**src/rtl/uart_pkg.sv**
```systemverilog
// Shared UART constants and receiver state encoding, common to the receiver and transmitter.
package uart_pkg;

   localparam int unsigned BAUD_DIV = 2604;
   localparam int unsigned HALF_DIV = 1302;
   localparam logic [3:0]  BIT_CNT  = 4'd10;

   typedef enum logic {
      RX_IDLE    = 1'b0,
      RX_RECEIVE = 1'b1
   } rx_state_t;

endpackage

```
**src/rtl/uart_rx_sync.sv**
```systemverilog
// Two-flop synchronizer for the asynchronous serial line; both stages reset to the idle level.
module uart_rx_sync (
   input  logic clk,
   input  logic rst_n,
   input  logic d,
   output logic q
);

   logic meta_r;
   logic sync_r;

   // Double-register the line to resolve metastability.
   always_ff @(posedge clk or negedge rst_n) begin
      if (!rst_n) begin
         meta_r <= 1'b1;
         sync_r <= 1'b1;
      end else begin
         meta_r <= d;
         sync_r <= meta_r;
      end
   end

   assign q = sync_r;

endmodule

```
**src/rtl/uart_rcv.sv**
```systemverilog
// UART receiver: 8N1 framing, mid-bit sampling, glitch rejection on the start bit, set/clear ready flag.
module uart_rcv #(
   parameter int unsigned BAUD_DIV = uart_pkg::BAUD_DIV,
   parameter int unsigned HALF_DIV = uart_pkg::HALF_DIV
) (
   input  logic       clk,
   input  logic       rst_n,
   input  logic       rx,
   input  logic       clr_rdy,
   output logic [7:0] rx_data,
   output logic       rdy,
   output logic       frm_err
);

   import uart_pkg::rx_state_t;
   import uart_pkg::RX_IDLE;
   import uart_pkg::RX_RECEIVE;
   import uart_pkg::BIT_CNT;

   localparam logic [11:0] BAUD_LD = 12'(BAUD_DIV);
   localparam logic [11:0] HALF_LD = 12'(HALF_DIV);

   logic        rx_s;
   logic        rx_prev_r;
   rx_state_t   state_r;
   logic [8:0]  shift_r;
   logic [3:0]  bit_cnt_r;
   logic [11:0] baud_cnt_r;
   logic [7:0]  rx_data_r;
   logic        rdy_r;
   logic        frm_err_r;

   uart_rx_sync u_sync (
      .clk   (clk),
      .rst_n (rst_n),
      .d     (rx),
      .q     (rx_s)
   );

   // Receive FSM: start detect, baud timing, bit shifting and result/flag registers.
   always_ff @(posedge clk or negedge rst_n) begin
      if (!rst_n) begin
         state_r    <= RX_IDLE;
         rx_prev_r  <= 1'b1;
         shift_r    <= 9'h1FF;
         bit_cnt_r  <= 4'd0;
         baud_cnt_r <= BAUD_LD;
         rx_data_r  <= 8'h00;
         rdy_r      <= 1'b0;
         frm_err_r  <= 1'b0;
      end else begin
         rx_prev_r <= rx_s;
         case (state_r)
            RX_IDLE: begin
               if (rx_prev_r && !rx_s) begin
                  state_r    <= RX_RECEIVE;
                  baud_cnt_r <= HALF_LD;
                  bit_cnt_r  <= 4'd0;
                  rdy_r      <= 1'b0;
               end else if (clr_rdy) begin
                  rdy_r <= 1'b0;
               end
            end
            RX_RECEIVE: begin
               if (bit_cnt_r == BIT_CNT) begin
                  // shift_r now holds data[7:0] plus the stop bit in [8]; start bit shifted out
                  state_r    <= RX_IDLE;
                  baud_cnt_r <= BAUD_LD;
                  rx_data_r  <= shift_r[7:0];
                  frm_err_r  <= ~shift_r[8];
                  rdy_r      <= 1'b1;
               end else begin
                  if (clr_rdy) begin
                     rdy_r <= 1'b0;
                  end
                  if (baud_cnt_r == 12'd1) begin
                     baud_cnt_r <= BAUD_LD;
                     if ((bit_cnt_r == 4'd0) && rx_s) begin
                        state_r <= RX_IDLE;
                     end else begin
                        shift_r   <= {rx_s, shift_r[8:1]};
                        bit_cnt_r <= bit_cnt_r + 4'd1;
                     end
                  end else begin
                     baud_cnt_r <= baud_cnt_r - 12'd1;
                  end
               end
            end
            default: begin
               state_r <= RX_IDLE;
            end
         endcase
      end
   end

   assign rx_data = rx_data_r;
   assign rdy     = rdy_r;
   assign frm_err = frm_err_r;

endmodule

```
**config.mk**
```make
export PLATFORM = sky130hd
export DESIGN_NAME = uart_rcv
export DESIGN_NICKNAME = d
export VERILOG_FILES = /design/src/rtl/uart_pkg.sv /design/src/rtl/uart_rx_sync.sv /design/src/rtl/uart_rcv.sv
export SDC_FILE = /design/constraint.sdc
export NUM_CORES = 1
export LEC_CHECK = 0
export ABC_CLOCK_PERIOD_IN_PS = 2000
export CAP_MARGIN = 20
export CELL_PAD_IN_SITES_DETAIL_PLACEMENT = 0
export CELL_PAD_IN_SITES_GLOBAL_PLACEMENT = 1
export CORE_ASPECT_RATIO = 1.75
export CORE_UTILIZATION = 30
export DETAILED_ROUTE_END_ITERATION = 8
export PLACE_DENSITY_LB_ADDON = 0.1
export SYNTH_ARGS = -nofsm -noshare
export SYNTH_HDL_FRONTEND = slang
export SYNTH_SLANG_ARGS = --single-unit
```
**constraint.sdc**
```tcl
create_clock -name clk -period 2 [get_ports clk]
set_clock_uncertainty 0.2 [all_clocks]
set_input_delay 0.5 -clock clk [delete_from_list [all_inputs] [get_ports clk]]
set_output_delay 0.5 -clock clk [all_outputs]
set_load 0.05 [all_outputs]
```
==> run summary <==
• complete, but fails checks — result of the run
• negative setup slack — violations in the final reports
• or3_4 — cell with the largest stage delay on the worst path
• 62.3 um — overall die width
• 2 — maximum count of clock buffers along a single path
• 0.546 mV — Worst VDD drop
• 0.435 ns — Worst Max-Slew Pin Slew
• 0 — initial antenna violation count
• 7 — FF-to-FF path depth
• 13 — count of buffers inserted at the top-level ports
• 47 — number of DRC violations after detailed-routing iteration 0
• 6700 um2 — total die area
• 14 — number of top-level pins
• 108 um — Die H
• 9 — largest fanout on the critical path
• 4.63 mm — drt total wl
• 2 — combined buffer and inverter count along the critical path
• 38 — Site Rows
• 42.3% — final design utilization
• 5.03 — number of vias per cell
• 0 — ANT nets after route
• simple AND/OR/NAND/NOR gates — CP top delay family
• 24 — largest net degree at the start of global routing
• 0 — total congestion overflow after global routing
• 1,479 — vias after detailed routing
• flip-flop — type of destination of the critical path
• 7 — number of stages on the worst setup path
• 6180 um2 — Core Region
• 2 — CTS H-Tree Depth
• 2.06 ns — min Tclk post-route
• 36.8% — Layout area overhead
• 1,566 — via count of the first global-routing pass
• 0.29 ns — clk_lat worst skew
• 30.9% — initial standard-cell utilization of the core
• 1910 um2 — Cell Area, Synth
• 0 — hold-critical path depth
• 1.14 nW — LEAKAGE
• 7.64 mm — global-route wire length before repair
• true — RSZ-0062 raised after global routing
• reg2reg — Worst Setup Path Type
• clkbuf_8 — Clock Root Buffer
• 14.7% — All-Layer GR Usage
• dfrtp_1 (29%), dfstp_2 (23%), mux2_2 (10%), ha_1 (3.3%), a21oi_1 (2.6%) — main area contributors after synthesis
• reg2reg — class of the worst hold path
• 0 — synth warn
• 2.08 ns — worst path arrival time
• 162 — Gate Count Post-Synth
• 0 — count of inserted antenna diode cells
• 0.484 GHz — FMAX
• 28.8% — Synth top area share
• 39 — clock sinks
• 171 — syn_nets
• -0.0641 ns — smallest setup slack after layout
• 0 — # Max-Cap Violations
• 2.02 ns — required time of the critical path
• 15.7 um — post-DR wirelength/cell
• 39 — Synth Register Bits
• 42 — number of distinct standard cells referenced by the synthesized netlist
• 0.39 ns — Crit path largest cell delay
• 53.3% — layout cell share with drive strength beyond 1
• 5 — first-pass iteration count of the detailed router
• 5 — total CTS buffers
• 0.08 ns — CTS clock-pin slew for the worst setup and hold paths
• 11.8 um2 — mean cell area of the mapped netlist
• 71.0% — Relative slew margins
• inv_1 > ha_2 > and4bb_2 > or3_4 > nor2_4 > buf_12 > mux2_4 — ordered list of cells on the worst path
• 11 — # setup viols final
• 1020 nW/um2 — power per unit of standard cell area
• 3.22 mm — Detailed Place HPWL
• -0.0740 ns — post-placement worst setup slack
• done — TritonCTS clock tree
• 103% — final worst-path cycle share
• 0 — Final Max Tran Viols
• dfrtp_1 — largest area contributor in the netlist
• 0.752 — final weighted congestion in routability-driven placement
• 52.2% — fraction of the yosys area taken by sequential cells
• 222 — net count reported at finish
• flip-flop — startpoint class of the critical path
• 0 — total count of hold-check failures in the final report
• 0 — DRC errors left
[cells in the final DEF (no fill, tap or decap), types with 3 or more instances in the layout]
cell type and n:
mux2_2 8, dfrtp_1 21, nor3_1 4, nor2_1 7, inv_1 6, or4_1 3
clkbuf_8 5, buf_4 42, mux2_4 9, xnor2_1 4, dfstp_2 17, o31ai_1 4
nand4_1 3, a21oi_1 8, nand2_1 9, nand3_1 5
[state kept, by name, summed over array words and instances (netlist names)]
name           count
frm_err            1
rdy                1
baud_cnt_r        12
rx_data            8
u_sync.meta_r      1
u_sync.q           1
shift_r            9
state_r            1
rx_prev_r          1
bit_cnt_r          4
[cells in the mapped netlist, drive strengths merged]
cell type	count
dfstp	17
nor3	4
a41o	1
a41oi	2
a21oi	10
o2bb2ai	1
or4b	1
a31oi	2
xor2	1
nand2	9
inv	8
nand3b	1
dfrtp	22
and4bb	1
or4	4
nand4	4
buf	2
nor2	9
and3b	1
o31ai	4
nand3	7
or2	1
o21ai	5
nor4b	2
mux2i	1
or3b	1
or3	3
nor3b	2
nor4	2
ha	5
a211oi	1
clkbuf	4
mux2	17
a211o	1
a32o	2
xnor2	4
[per-stage QoR]
step                      cell area [um2]  TNS, ns  hold WS, ns  cells  total power [W]
after global routing                 2610    -1.89        0.164    294          0.00281
after detailed placement             2340   -0.748        0.151    275          0.00186
after CTS                            2520   -0.764        0.163    292          0.00259
after floorplan                      1950    -1.24      0.00441    162          0.00154
final                                2610   -0.619        0.160    294          0.00266
after global placement               2340   -0.581        0.147    275          0.00184
[routing by layer]
layer | global-route usage [%] | vias to the layer above | part of all wire, %
met1 | 15.5 | 743 | 37
li1 | - | 698 | -
met2 | 27.9 | 31 | 58
met5 | 0 | - | 0
met3 | 2.01 | 7 | 2.3
met4 | 7.48 | 0 | 2.2
[final cells by class]
class,count,area [um2]
well taps,80,100
clock inverters,3,43.8
multi-input cells,110,970
fillers,607,3570
inverters,8,30.0
clock buffers,5,68.8
flip-flops and latches,39,998
repair buffers,49,402
[worst paths after layout]
path                                          start                     end  slack (ns)
setup / recovery           bit_cnt_r[1]$_DFFE_PN0P_  shift_r[2]$_DFFE_PN1P_       -0.06
hold / removal              u_sync.meta_r$_DFF_PN1_      u_sync.q$_DFF_PN1_        0.16
setup reg to reg           bit_cnt_r[1]$_DFFE_PN0P_  shift_r[2]$_DFFE_PN1P_       -0.06
hold reg to reg             u_sync.meta_r$_DFF_PN1_      u_sync.q$_DFF_PN1_        0.16
max in group asynchronous                     rst_n  shift_r[0]$_DFFE_PN1P_        0.56
min in group asynchronous                     rst_n     frm_err$_DFFE_PN0P_        0.49
[logic make-up after synthesis]
family | Yosys count | share of synthesized area [%]
AND/OR/NAND/NOR | 52 | 18.5
flip-flops | 39 | 52.2
AO/OA/AOI/OAI | 29 | 9.96
multiplexers | 18 | 10.6
buffers and inverters | 14 | 3.21
XOR/XNOR | 5 | 2.29
adder cells (fa/ha/maj) | 5 | 3.28
[worst reg2reg max path, stage by stage, from the launching register on]
cell and delay (ns):
dfrtp_1 0.38, inv_1 0.06, ha_2 0.16, and4bb_2 0.23, or3_4 0.39, nor2_4 0.13, buf_12 0.15, mux2_4 0.30
[timing repair]
action / 4_1_cts / 5_1_grt
setup endpoints to repair: 13 / 21
buffers inserted: 7 / 2
gates resized for setup: 1 / 19
cloned: 1 / 0
pin swaps: 3 / 6
hold endpoints to repair: 8 / 0
hold buffers: 1 / 0
[power breakdown]
part           internal [W]  total (W)  switching (W)
Sequential         0.000947    0.00113       0.000183
Combinational      0.000451   0.000867       0.000416
Clock              0.000372   0.000662       0.000290
Total               0.00177    0.00266       0.000889
No activity file was read; power rests on OpenSTA's default activity.
